File: src/rtl/serial_paralelo.sv
// serial_paralelo: receive-side serial-to-parallel stage.
// Finds byte alignment on the idle comma in an MSB-first serial stream.
// Declares the link active after COMMA_COUNT consecutive aligned commas.
// While active, outputs each non-comma byte with a valid flag.
//
// Ports:
//   clk_32f   in   bit-rate clock; all logic runs on its rising edge
//   reset     in   synchronous, active-high reset
//   data_in   in   serial bit stream, MSB of each byte first
//   data_out  out  [7:0] last received data byte
//   valid_out out  high while data_out holds a data (non-comma) byte
//   active    out  high while aligned and in ACTIVE
//
// Optional build macro SP_LOS_TIMEOUT_EN:
//   Drops the link back to SEARCH once LOS_BYTES consecutive data bytes
//   have been received without an intervening comma.
//
// state  | meaning
// SEARCH | sliding bit-by-bit comparison, looking for the first comma
// ALIGN  | byte phase locked, counting consecutive aligned commas
// ACTIVE | link up, data bytes presented on byte boundaries
module serial_paralelo #(
  parameter logic [7:0] COMMA       = 8'hBC,
  parameter int         COMMA_COUNT = 4,
  parameter int         LOS_BYTES   = 64
) (
  input  logic       clk_32f,
  input  logic       reset,
  input  logic       data_in,
  output logic [7:0] data_out,
  output logic       valid_out,
  output logic       active
);

  if (COMMA_COUNT < 1 || COMMA_COUNT > 15) begin : g_bad_comma_count
    $error("serial_paralelo: COMMA_COUNT must be 1..15");
  end
  if (LOS_BYTES < 1 || LOS_BYTES > 255) begin : g_bad_los_bytes
    $error("serial_paralelo: LOS_BYTES must be 1..255");
  end

  typedef enum logic [1:0] {SEARCH, ALIGN, ACTIVE} state_t;

  localparam logic [3:0] COMMA_TGT = 4'(COMMA_COUNT);

  state_t     state, state_nxt;
  logic [6:0] sreg;
  logic [7:0] cand;
  logic [2:0] bit_cnt, bit_cnt_nxt;
  logic [3:0] comma_cnt, comma_cnt_nxt;
  logic [7:0] data_nxt;
  logic       valid_nxt, active_nxt;
  logic       is_comma, boundary, los_hit;

  // Candidate byte includes the bit being sampled on this edge.
  assign cand     = {sreg, data_in};
  assign is_comma = (cand == COMMA);
  assign boundary = (bit_cnt == 3'd7);

`ifdef SP_LOS_TIMEOUT_EN
  localparam logic [7:0] LOS_TGT = 8'(LOS_BYTES);

  logic [7:0] run_cnt, run_nxt;

  // The run count reaches LOS_TGT on the boundary that outputs the last
  // tolerated byte; the exit happens on the edge after that.
  assign los_hit = (state == ACTIVE) && (run_cnt == LOS_TGT);

  always_comb begin
    run_nxt = run_cnt;
    if (state == ACTIVE) begin
      if (los_hit)
        run_nxt = 8'd0;
      else if (boundary)
        run_nxt = is_comma ? 8'd0 : run_cnt + 8'd1;
    end
  end

  always_ff @(posedge clk_32f) begin
    if (reset) run_cnt <= 8'd0;
    else       run_cnt <= run_nxt;
  end
`else
  assign los_hit = 1'b0;
`endif

  // State and output registers.
  always_ff @(posedge clk_32f) begin
    if (reset) begin
      state     <= SEARCH;
      sreg      <= 7'd0;
      bit_cnt   <= 3'd0;
      comma_cnt <= 4'd0;
      data_out  <= 8'h00;
      valid_out <= 1'b0;
      active    <= 1'b0;
    end else begin
      state     <= state_nxt;
      sreg      <= cand[6:0];
      bit_cnt   <= bit_cnt_nxt;
      comma_cnt <= comma_cnt_nxt;
      data_out  <= data_nxt;
      valid_out <= valid_nxt;
      active    <= active_nxt;
    end
  end

  // Next-state logic.
  always_comb begin
    state_nxt     = state;
    bit_cnt_nxt   = bit_cnt + 3'd1;
    comma_cnt_nxt = comma_cnt;
    case (state)
      SEARCH: begin
        if (is_comma) begin
          // This edge becomes the byte boundary reference.
          bit_cnt_nxt   = 3'd0;
          comma_cnt_nxt = 4'd1;
          state_nxt     = (COMMA_TGT == 4'd1) ? ACTIVE : ALIGN;
        end
      end
      ALIGN: begin
        if (boundary) begin
          if (is_comma) begin
            comma_cnt_nxt = comma_cnt + 4'd1;
            if ((comma_cnt + 4'd1) == COMMA_TGT)
              state_nxt = ACTIVE;
          end else begin
            comma_cnt_nxt = 4'd0;
            state_nxt     = SEARCH;
          end
        end
      end
      ACTIVE: begin
        if (los_hit) begin
          comma_cnt_nxt = 4'd0;
          state_nxt     = SEARCH;
        end
      end
      default: state_nxt = SEARCH;
    endcase
  end

  // Output logic; results are registered so active tracks the state change.
  always_comb begin
    data_nxt   = data_out;
    valid_nxt  = valid_out;
    active_nxt = (state_nxt == ACTIVE);
    if (state == ACTIVE) begin
      if (los_hit) begin
        valid_nxt = 1'b0;
      end else if (boundary) begin
        if (is_comma) begin
          valid_nxt = 1'b0;
        end else begin
          data_nxt  = cand;
          valid_nxt = 1'b1;
        end
      end
    end
  end

endmodule

File: config.mk
export PLATFORM = sky130hd
export DESIGN_NAME = serial_paralelo
export DESIGN_NICKNAME = d
export VERILOG_FILES = /design/src/rtl/serial_paralelo.sv
export SDC_FILE = /design/constraint.sdc
export NUM_CORES = 1
export LEC_CHECK = 0
export BUFFER_PORTS_ARGS = -buffer_cell sky130_fd_sc_hd__buf_2
export CAP_MARGIN = 20
export CORE_MARGIN = 10
export CORE_UTILIZATION = 35
export CTS_CLUSTER_DIAMETER = 40
export DETAILED_ROUTE_END_ITERATION = 10
export GPL_TIMING_DRIVEN = 1
export PLACE_DENSITY = 0.58
export SLEW_MARGIN = 20
export SYNTH_ARGS = -nofsm -noshare
export SYNTH_HDL_FRONTEND = slang
export SYNTH_SLANG_ARGS = --single-unit
export TNS_END_PERCENT = 10
File: constraint.sdc
create_clock -name clk_32f -period 2.6 [get_ports clk_32f]
set_input_delay 0.39 -clock clk_32f [delete_from_list [all_inputs] [get_ports clk_32f]]
set_output_delay 0.39 -clock clk_32f [all_outputs]
set_load 0.1 [all_outputs]
==> metrics.md <==
| Metric | Value |
|---|---|
| Largest area contributor in the netlist | `dfxtp_1` |
| Startpoint Class | `flip-flop` |
| First-pass GRT wire length | `3420 um` |
| Hold Crit Depth | `2` |
| Synth Instances | `103` |
| Critical Path Max Stage Delay | `0.36 ns` |
| Setup bufs post-CTS | `0` |
| DIE WIDTH | `75.2 um` |
| Min-delay src | `data_in` |
| RR Endpoint | `state[0]$_SDFF_PP0_` |
| Post-CTS Resized | `0` |
| Placer's final routability congestion estimate | `0.704` |
| Net Sw Power | `0.132 mW` |
| Part of the power in combinational logic | `2.4%` |
| Fmax | `583 MHz` |
| Syn_nets | `110` |
| # clock sinks | `26` |
| Placed insts | `143` |
| Worst EP arrival | `1.94 ns` |
| Worst hold path type | `in2reg` |
| Power Dens Cells | `583 nW/um2` |
| GRT overflow | `0` |
| Via density | `4.96` |
| Pin count of the biggest net entering global routing | `23` |
| Ys async rst share | `0%` |
| Power Internal | `0.568 mW` |
| Post-synth EDFFs | `0` |
| Final instance area | `1200 um2` |
| Part of the power in the clock network | `39.3%` |
| Max-slew headroom | `67.6%` |
| # H-tree levels | `1` |
| Initial DRC Count | `66` |
| Clock root cell | `clkbuf_4` |
| Number of global-route vias before repair | `769` |
| CP max-delay cell | `dfxtp_1` |
| Antenna cells | `0` |
| Worst-path clk slew | `0.14 ns` |
| Post-route insts no fill | `147` |
| Starting Density | `37.7%` |
| Routed via count | `729` |
| Sequential power share | `58.2%` |
| Crit. Startpoint | `bit_cnt[0]$_SDFF_PP0_` |
| Status | `finished clean` |
| DRT Pass-1 Iters | `3` |
| Fillers | `277` |
| Die Ht | `75.2 um` |
| # Max-Cap Violations | `0` |
| Fin nets | `124` |
| Most frequent cell on the critical path | `ha_1` |
| Residual DRC | `0` |
| Placeable Area | `2830 um2` |
| Area share of the largest cell type after synthesis | `48.8%` |
| Clk_skew | `0.00413 ns` |
| Lkg Pwr | `0.513 nW` |
| Cell family with most CP delay | `adder cells` |
| Top cells by area, synth | `dfxtp_1 49%, mux2i_1 5.6%, nor2b_1 5.3%` |
| Placed cell area | `1150 um2` |
| Critical Path RT | `2.83 ns` |
| Sequential share of the synthesized area | `48.8%` |
| FF+latch count, synth | `26` |
| Cts hold-fix bufs | `0` |
| Final Hold Fails | `0` |
| # IOs | `13` |
| CTS Buf Count | `3` |
| Area Overhead vs Synth | `12.4%` |
| Worst R2R Start | `bit_cnt[0]$_SDFF_PP0_` |
| Initial antenna violation count | `0` |
| Detailed Route WL | `1870 um` |
| Slew Limit Fails | `0` |
| Element type at the critical path end | `flip-flop` |
| WHS Endpoint | `sreg[0]$_SDFF_PP0_` |
| Core Rows | `19` |
| Sum of negative setup slack | `0 ns` |
| CP Cell Sequence | `ha_1 -> ha_1 -> and2_1 -> nor3b_1 -> a32oi_1 -> o221a_2` |
| Bufs on Longest Clock Path | `2` |
| Mapped Area | `1070 um2` |
| Critical path type | `reg2reg` |
| Highest-count cells in the layout ignoring fill and taps | `26 x dfxtp_1, 13 x nor2_1, 12 x buf_2` |
| FF-to-FF setup slack | `0.88 ns` |
| Main synth FF type | `dfxtp_1` |
| CP max FO | `8` |
| DIE AREA | `5660 um2` |
| R2R cell count | `6` |
| Measured slew at the worst slew-check pin | `0.490 ns` |
| RSZ-0062 raised after global routing | `no` |
| Final setup vio count | `0` |
| PortBufs | `12` |
| Leading cell type in the layout, fill and taps excluded | `dfxtp_1` |
| GR Util All Layers | `7.77%` |
| Clk_lat worst skew | `0.32 ns` |
| CTS tree | `yes` |
| Netlist cell types | `31` |
| YS warnings | `0` |
| Tcrit/Tclk final | `66.0%` |
| Fin crit period | `1.72 ns` |
| HPWL Detailed | `1390 um` |
| Buf+Inv Stages, Crit Path | `0` |
| Routed Antenna Nets | `0` |
| DR WL/cell | `12.7 um` |
| Share of cells above drive strength 1 | `19.8%` |
| Post-Syn Area per Cell | `10.4 um2` |
| Sw Share | `18.9%` |
| Worst VDD drop | `266 uV` |
## Yosys cell counts (2+ instances only)
| cell type | number |
|---|---|
| and2_1 | 5 |
| o32ai_1 | 2 |
| nor2_1 | 13 |
| inv_1 | 3 |
| ha_1 | 4 |
| mux2i_1 | 6 |
| dfxtp_1 | 26 |
| a21oi_1 | 2 |
| clkbuf_1 | 2 |
| nand4_1 | 2 |
| nand2_1 | 6 |
| nor3b_1 | 2 |
| nor2b_1 | 9 |
| nand3_1 | 4 |
## state kept, by name, summed over array words and instances, names as in the netlist
| signal | flops |
|---|---|
| valid_out | 1 |
| data_out | 8 |
| bit_cnt | 3 |
| state | 2 |
| sreg | 7 |
| comma_cnt | 4 |
| active | 1 |
## layer usage
metal / wire length [um] / up-vias / global-route usage [%]
li1: - / 382 / -
met1: 954 / 336 / 9.13
met4: 39 / 0 / 4.33
met5: 0 / - / 0
met3: 52 / 2 / 2.63
met2: 821 / 9 / 12.2
## how the worst max path moves through the flow
stage / end / slack, ns / cells after the start
final: state[0]$_SDFF_PP0_ / 0.88 / 6
after global routing: state[0]$_SDFF_PP0_ / 0.70 / 6
after CTS: state[0]$_SDFF_PP0_ / 0.88 / 6
after detailed placement: state[0]$_SDFF_PP0_ / 0.91 / 6
after global placement: state[0]$_SDFF_PP0_ / 0.95 / 6
after floorplan: state[0]$_SDFF_PP0_ / 1.06 / 7
## power by group through the flow
| stage | clock (mW) | sequential [mW] | combinational (mW) |
|---|---|---|---|
| finish | 0.275 | 0.408 | 0.0169 |
| global route | 0.303 | 0.409 | 0.0207 |
| CTS | 0.287 | 0.408 | 0.0173 |
| detailed placement | 0 | 0.416 | 0.0170 |
| global placement | 0 | 0.416 | 0.0170 |
| floorplan | 0 | 0.416 | 0.0126 |
## cell families after synthesis
logic type               Yosys count  share of synthesized area, %
adder cells (fa/ha/maj)            4                          4.69
multiplexers                       6                          5.63
XOR/XNOR                           2                          1.64
buffers and inverters              6                          2.81
AO/OA/AOI/OAI                     13                          11.0
flip-flops                        26                          48.8
AND/OR/NAND/NOR                   46                          25.4
## final cells by class
class                   instances  area, um2  share of cell area (%)
well taps                      31       38.8                    3.23
multi-input cells              71        517                    43.1
inverters                       3       11.3                   0.938
clock inverters                 1       30.0                    2.50
clock buffers                   3       22.5                    1.88
repair buffers                 12       60.1                    5.01
flip-flops and latches         26        520                    43.4
## worst reg2reg max path, delay by kind of cell, from the launching register on
family	cells	cell delay (ns)
flops	1	0.36
fa+ha+maj	2	0.49
compound gates	2	0.41
simple gates	2	0.37
## per-stage QoR
step / hold slack [ns] / utilization (%) / worst slack, ns / power (mW)
after global routing: 0.315 / 42.4 / 0.695 / 0.732
after detailed placement: 0.418 / 40.6 / 0.908 / 0.433
after global placement: 0.407 / 40.6 / 0.953 / 0.433
after CTS: 0.308 / 42.4 / 0.878 / 0.712
after floorplan: 0.398 / - / 1.06 / 0.428
final: 0.323 / 42.4 / 0.884 / 0.700
Power figures use the tool's default switching activity.
